**src/rtl/rv32i_irq_pkg.sv**
```systemverilog
// rtl/rv32i_irq_pkg.sv - shared types, constants and cause encoding for the interrupt controller
package rv32i_irq_pkg;

    typedef enum logic [1:0] {
        IDLE   = 2'd0,
        REQ    = 2'd1,
        ACTIVE = 2'd2
    } irq_state_e;

    localparam int unsigned CAUSE_IRQ_BASE = 16;
    localparam int unsigned MCAUSE_INT_BIT = 31;

    function automatic logic [31:0] make_cause(input logic [4:0] id);
        logic [31:0] cause;
        cause = 32'(CAUSE_IRQ_BASE) + {27'd0, id};
        cause[MCAUSE_INT_BIT] = 1'b1;
        return cause;
    endfunction

endpackage

```
**src/rtl/rv32i_sync_edge.sv**
```systemverilog
// rtl/rv32i_sync_edge.sv - multi-flop synchroniser with rising-edge detect for one interrupt line
module rv32i_sync_edge #(
    parameter int SYNC_STAGES = 2
) (
    input  logic clk,
    input  logic rst,
    input  logic d,
    output logic rise
);

    logic [SYNC_STAGES-1:0] sync_q;
    logic                   prev_q;

    always_ff @(posedge clk) begin
        if (rst) begin
            sync_q <= '0;
            prev_q <= 1'b0;
        end else begin
            sync_q <= {sync_q[SYNC_STAGES-2:0], d};
            prev_q <= sync_q[SYNC_STAGES-1];
        end
    end

    // Combinational so the pending register sees the edge one cycle after the last sync flop.
    assign rise = sync_q[SYNC_STAGES-1] & ~prev_q;

endmodule

```
**src/rtl/rv32i_irq_controller.sv**
```systemverilog
// rtl/rv32i_irq_controller.sv - pending latch, fixed-priority arbiter and trap handshake FSM
module rv32i_irq_controller
    import rv32i_irq_pkg::*;
#(
    parameter int NUM_SRC     = 8,
    parameter int SYNC_STAGES = 2
) (
    input  logic               clk,
    input  logic               rst,
    input  logic [NUM_SRC-1:0] irq_src,
    input  logic [NUM_SRC-1:0] irq_enable,
    input  logic               mstatus_mie,
    input  logic               trap_ack,
    input  logic               trap_complete,
    output logic               mei_exception,
    output logic [31:0]        mei_cause,
    output logic [NUM_SRC-1:0] irq_pending,
    output logic               busy
);

    localparam int ID_W = (NUM_SRC > 1) ? $clog2(NUM_SRC) : 1;

    logic [NUM_SRC-1:0] rise;
    logic [NUM_SRC-1:0] pending_q;
    logic [NUM_SRC-1:0] pending_clr;
    logic [NUM_SRC-1:0] candidates;
    logic [ID_W-1:0]    win_id;
    logic [ID_W-1:0]    id_q;
    logic [ID_W-1:0]    id_d;
    irq_state_e         state_q;
    irq_state_e         state_d;
    logic               ack_take;

    for (genvar g = 0; g < NUM_SRC; g++) begin : g_sync
        rv32i_sync_edge #(
            .SYNC_STAGES(SYNC_STAGES)
        ) u_sync_edge (
            .clk  (clk),
            .rst  (rst),
            .d    (irq_src[g]),
            .rise (rise[g])
        );
    end

    assign candidates = pending_q & irq_enable;
    assign ack_take   = (state_q == REQ) && trap_ack;

    always_comb begin
        win_id = '0;
        for (int i = NUM_SRC - 1; i >= 0; i--) begin
            if (candidates[i]) begin
                win_id = ID_W'(i);
            end
        end
    end

    always_comb begin
        pending_clr = '0;
        if (ack_take) begin
            pending_clr[id_q] = 1'b1;
        end
    end

    // A fresh edge on the same cycle as the clear keeps the bit set.
    always_ff @(posedge clk) begin
        if (rst) begin
            pending_q <= '0;
        end else begin
            pending_q <= (pending_q & ~pending_clr) | rise;
        end
    end

    always_ff @(posedge clk) begin
        if (rst) begin
            state_q <= IDLE;
            id_q    <= '0;
        end else begin
            state_q <= state_d;
            id_q    <= id_d;
        end
    end

    always_comb begin
        state_d = state_q;
        id_d    = id_q;
        case (state_q)
            IDLE: begin
                if (mstatus_mie && (|candidates)) begin
                    id_d    = win_id;
                    state_d = REQ;
                end
            end
            REQ: begin
                if (trap_ack) begin
                    state_d = ACTIVE;
                end else if (!mstatus_mie || !irq_enable[id_q]) begin
                    state_d = IDLE;
                end
            end
            ACTIVE: begin
                if (trap_complete) begin
                    state_d = IDLE;
                end
            end
            default: begin
                state_d = IDLE;
            end
        endcase
    end

    assign mei_exception = (state_q == REQ);
    assign mei_cause     = (state_q == REQ) ? make_cause(5'(id_q)) : 32'd0;
    assign busy          = (state_q == REQ) || (state_q == ACTIVE);
    assign irq_pending   = pending_q;

endmodule
```
**config.mk**
```make
export PLATFORM = sky130hd
export DESIGN_NAME = rv32i_irq_controller
export DESIGN_NICKNAME = d
export VERILOG_FILES = /design/src/rtl/rv32i_irq_pkg.sv /design/src/rtl/rv32i_sync_edge.sv /design/src/rtl/rv32i_irq_controller.sv
export SDC_FILE = /design/constraint.sdc
export NUM_CORES = 1
export LEC_CHECK = 0
export BUFFER_PORTS_ARGS = -buffer_cell sky130_fd_sc_hd__buf_2
export CORE_ASPECT_RATIO = 1.5
export CORE_UTILIZATION = 48
export DETAILED_ROUTE_END_ITERATION = 6
export PLACE_DENSITY = 0.85
export SLEW_MARGIN = 20
export SYNTH_ARGS = -nofsm -noshare
export SYNTH_HDL_FRONTEND = slang
export SYNTH_SLANG_ARGS = --single-unit
export TNS_END_PERCENT = 5
```
**constraint.sdc**
```tcl
create_clock -name clk -period 1.5 [get_ports clk]
set_input_delay 0.075 -clock clk [delete_from_list [all_inputs] [get_ports clk]]
set_output_delay 0.075 -clock clk [all_outputs]
set_load 0.05 [all_outputs]
```
After elaboration in Yosys (flattened, before gate mapping). Index checks and enable logic that the tools add are counted.

Bits in registers: 37. Bits in latches: 0. Memory bits (writable): 0. ROM bits: 0. Input bits: 21. Output and inout port bits: 42. Word-level logic and storage cells: 77. Memories kept: 0.

Add/sub/neg operators: 1. $mul: 0. Div/mod/pow operators: 0. Magnitude comparators: 2. Equality and inequality tests: 5. Shifts and indexed selects: 0. Multiplexer cells: 19. Bitwise operators: 20. Reduce and logical (&&, ||, !) cells: 11.

Operators with widths (count): two-way mux 32 bit (1); two-way mux 3 bit (8); AND 8 bit (2); AND 1 bit (8); two-way mux 2 bit (4); two-way mux 8 bit (1); inverter 1 bit (8); inverter 8 bit (1); OR 8 bit (1); OR reduction 8 bit (1); adder 5 x 3 -> 6 bit, first input constant (1); case mux 2 bit (3 select lines) (1); < comparator 3 x 4 -> 1 bit, second input constant (1); != test 2 bit, second input constant (2); binary-select mux 1 bit (select 3 bit) (1); demux 1 bit (select 3 bit) (1); >= comparator 3 x 1 -> 1 bit, second input constant (1); logical AND 1 bit (3); != test 3 x 2 -> 1 bit, second input constant (1); AND reduction 3 bit (1); == test 2 x 1 -> 1 bit, second input constant (1); == test 2 bit, second input constant (1); logical NOT 1 bit (2); logical NOT 2 bit (1); 3 further kinds (5).

Longest topological paths before layout.
Depth after elaboration: 9. Mapped depth: 7. Mapped depth without buffers: 7.

Cells and area by module. A second synthesis with hierarchy kept.

Cells, all modules: 181. Area total of the unflattened synthesis: 1721.7 sq um.

Modules (own cells, without submodules): rv32i_irq_controller (instances 1, cells each 125, area an instance 1021.0 sq um, sequential area each 260.2 sq um); rv32i_sync_edge (instances 8, cells each 7, area an instance 87.6 sq um, sequential area each 60.1 sq um).

Least setup slack after synthesis. No wires, ideal clock.

Path type: flip-flop to flip-flop. Start point: register state_q[1]. End point: register state_q[0]. Library setup time: 129 ps. Arrival time: 1490 ps. Required time: 1371 ps. Path slack: -119 ps. Cell stages (with the launch flop): 8. Path buffers: 0. Period minus slack after synthesis: 1619 ps. Cells stage by stage: dfxtp_1 inv_1 ha_1 nand2_1 nor2_1 o21ai_2 a41oi_1 a311oi_1.

Longest elaborated chain between the ends: 3. Elaborated cells between the ends (all ways): 8. Those cells by class: eq/ne: 5; mux: 1; reduce/logical: 2.

Ends and longest elaborated chain: from (decl) (line rv32i_irq_controller.sv:30) `irq_state_e state_q;`; from (signal assigned) (line rv32i_irq_controller.sv:78) `state_q <= state_d;`; == test 2 x 1 -> 1 bit *; named net mei_exception (line rv32i_irq_controller.sv:15) `output logic mei_exception,`; != test 3 x 2 -> 1 bit (no source line); AND reduction 3 bit (no source line).

The timed path passes the listed nets; every way through them passes the cells marked *. A chain may end at the register's enable or synchronous reset.

Final worst setup path.
Start point: register state_q[1]. End point: output mei_cause[0].

Longest elaborated chain between the ends: 2.

Ends and longest elaborated chain: == test 2 x 1 -> 1 bit (line rv32i_irq_controller.sv:112) `assign mei_cause = (state_q == REQ) ? make_cause(5'(id_q)) : 32'd0;`; two-way mux 32 bit (line rv32i_irq_controller.sv:112); to (decl) (line rv32i_irq_controller.sv:16) `output logic [31:0] mei_cause,`.

No other way between the ends.

==> impl_metrics.toml <==
[routing]
drt_pass1_iterations = 4
detail_route.wl_per_cell_um = 11.6
via_count = 1238
sum_of_routed_wire_length_over_all_layers_um = 3060
drc = 0
viasPerCell = 4.71
antenna_violating_nets_left = 0
drt-initial-drc-count = 18

[setup_path]
startpoint_type = "flop"
worstPathBufferInverterCount = 2
regToRegSetupSlack_ns = 0.17
cp_data_arrival_time_ns = 1.37
cp_num_cells = 4
critical_path.max_fanout = 10
worstSetupEndpointType = "output pin"
critical_path.cell_chain = "inv_1, ha_2, and2_2, buf_2"
reg2regPathDepth = 5
cp_top_family = "flip-flops"
cp-startpoint = "state_q[1]"
worst_path_largest_cell_delay_ns = 0.33
critical_path.reg2reg.endpoint = "state_q[1]"
critPathCapture = "mei_cause[0]"
worst-setup-path-type = "reg -> out"
worst-endpoint-required_ns = 1.42
slowest_stage = "sky130_fd_sc_hd__dfxtp_1"
reg2reg_from = "irq_pending[1]"

[final_layout]
most-common-layout-cells = "35 x sky130_fd_sc_hd__dfxtp_1, 35 x sky130_fd_sc_hd__buf_2, 27 x sky130_fd_sc_hd__conb_1"
final_layout_size_suffix_gt1_share_pct = 24.2
areaGrowthSynthToFinish_pct = 16.7
final_net_count = 246
antenna-diode-count = 0

[synthesis]
synth-warning-count = 0
syn-mean-instance-area_um2 = 9.45
yosys.cell_types.count = 32
postSynthCellCount = 177
synth_edf_count = 0
post_synth_design_cell_area_mm2 = 0.00167
ff_latch_count_synth = 37
synth-async-reset-ratio_pct = 0
synth.yosys.seq_area_share_pct = 44.3
ys_dominant_reg_cell = "sky130_fd_sc_hd__dfxtp_1"

[place]
numPortBuffers = 35
finalWeightedCongestion = 0.899
dpl_worst_slack_ns = 0.00444
sum_of_net_half_perimeters_after_detailed_placement_um = 2210

[pwr]
design_power_total_mw = 2.22
p_leak_nw = 0.859
ir_drop_uv = 789
p_per_area_mw_per_mm2 = 1140

[die]
placement_rows = 25
core_region_mm2 = 0.00322
die_w_um = 50.2
fp.dieH_um = 74.3
floorplan.die_area_mm2 = 0.00373
initial_utilization_pct = 51.9
design.portCount = 63

[grt]
grt_antenna_before_repair = 0
grt_start_max_net_pins = 32
grt_pass1_vias = 1080
grt_pass1_wl_um = 4750
groute.usage.overall_pct = 17.5
grt-ovfl-total = 0

[cts]
total_cts_buffers = 5
cts_max_level = 2
tritoncts = "done"
clock_latency_at_the_later_pin_of_the_worst_skew_pair_ns = 0.28
clock_sink_count = 37
cell_at_the_root_of_the_clock_tree = "sky130_fd_sc_hd__clkbuf_8"
cts_post_setup_buffers_inserted = 0
clk_path_buf_depth = 2
cts.clk_slew.worst_paths_ns = 0.06

[timing]
fin_crit_sh_pct = 96.1
max-slew-margin-rel_pct = 65.8
finalSetupViolCount = 0
slew_violations = 0
transition_time_of_the_tightest_slew_check_pin_ns = 0.513
post-route-min-period_ns = 1.44
fmax_ghz = 0.694
clock_skew_ns = 0.00527
worst_slack_ns = 0.0584
finalHoldViolCount = 0

[run]
timing.max_cap.violations = 0

[hold_path]
holdPathStages = 2
min-delay-path-class = "in -> reg"

[status]
status = "completed"
## sequential cells by signal, summed over array words and instances, names as in the netlist
| register | cells |
|---|---|
| irq_pending | 8 |
| g_sync.u_sync_edge.prev_q | 8 |
| state_q | 2 |
| id_q | 3 |
| g_sync.u_sync_edge.sync_q | 16 |
## report_power, final
group	total [mW]	switching, mW	internal [mW]
registers	1.06	0.0309	1.03
logic	0.500	0.364	0.135
clock network	0.664	0.337	0.327
total	2.22	0.732	1.49
## routing by layer
layer / vias up / GRT usage (%) / routed length [um]
met1: 541 / 18.3 / 1260
li1: 630 / - / -
met5: - / 0 / 0
met4: 0 / 11.7 / 98
met3: 11 / 4.50 / 197
met2: 56 / 30.7 / 1500
## stage by stage
stage	area (um2)	TNS [ns]	utilization, %	std cells	hold WS, ns
floorplan	1770	-0.00508	-	203	0.203
global placement	1770	0	55.0	247	0.282
detailed placement	1770	0	55.0	247	0.289
CTS	1940	0	60.2	263	0.0871
global route	1950	-0.0000185	60.6	263	0.101
finish	1950	0	60.6	263	0.100
## worst min-delay path by stage
stage / start / endpoint / slack [ns]
floorplan: irq_src[0] / g_sync[0].u_sync_edge.sync_q[0] / 0.20
global placement: irq_src[2] / g_sync[2].u_sync_edge.sync_q[0] / 0.28
detailed placement: irq_src[4] / g_sync[4].u_sync_edge.sync_q[0] / 0.29
CTS: mstatus_mie / id_q[1] / 0.09
global route: mstatus_mie / id_q[2] / 0.10
finish: mstatus_mie / id_q[1] / 0.10
## Yosys cell counts (2+ instances only)
cell	count	share of area [%]
sky130_fd_sc_hd__dfxtp_1	37	44
sky130_fd_sc_hd__buf_4	31	14
sky130_fd_sc_hd__nor2b_1	24	9.0
sky130_fd_sc_hd__nand2b_1	11	4.1
sky130_fd_sc_hd__a21oi_1	8	2.4
sky130_fd_sc_hd__nand2_1	8	1.8
sky130_fd_sc_hd__o21ai_0	7	2.1
sky130_fd_sc_hd__a22oi_1	5	2.2
sky130_fd_sc_hd__mux2i_1	5	3.0
sky130_fd_sc_hd__o21ai_1	4	1.2
sky130_fd_sc_hd__a311oi_1	3	1.6
sky130_fd_sc_hd__and2_1	3	1.1
sky130_fd_sc_hd__ha_1	3	2.2
sky130_fd_sc_hd__inv_1	3	0.67
sky130_fd_sc_hd__nand3_1	3	0.90
sky130_fd_sc_hd__nand3b_1	3	1.3
sky130_fd_sc_hd__a31oi_1	2	0.75
sky130_fd_sc_hd__clkbuf_1	2	0.45
sky130_fd_sc_hd__o22ai_1	2	0.75
## cell families after synthesis
| logic type | count (synthesis) | share of synthesized area, % |
|---|---|---|
| AOI/OAI and AO/OA | 36 | 13.5 |
| and+or+nand+nor | 57 | 20.7 |
| muxes | 5 | 2.99 |
| adders and majority gates | 3 | 2.24 |
| other | 1 | 0.224 |
| DFF | 37 | 44.3 |
| buffers and inverters | 38 | 16.0 |
## what timing repair did
action,4_1_cts,5_1_grt
hold endpoints to repair,8,0
pin swaps,0,2
hold buffers,8,0
setup endpoints to repair,1,2
gates cloned,0,0
resized for setup,1,3
## area by class of cell
type,count,area [um2]
Tap cell,40,50.0
Sequential cell,37,746
Timing Repair Buffer,47,285
Clock inverter,2,15.0
Clock buffer,6,72.6
Multi-Input combinational cell,128,772
Inverter,3,11.3
Fill cell,301,1270
No activity file was read; power rests on OpenSTA's default activity.
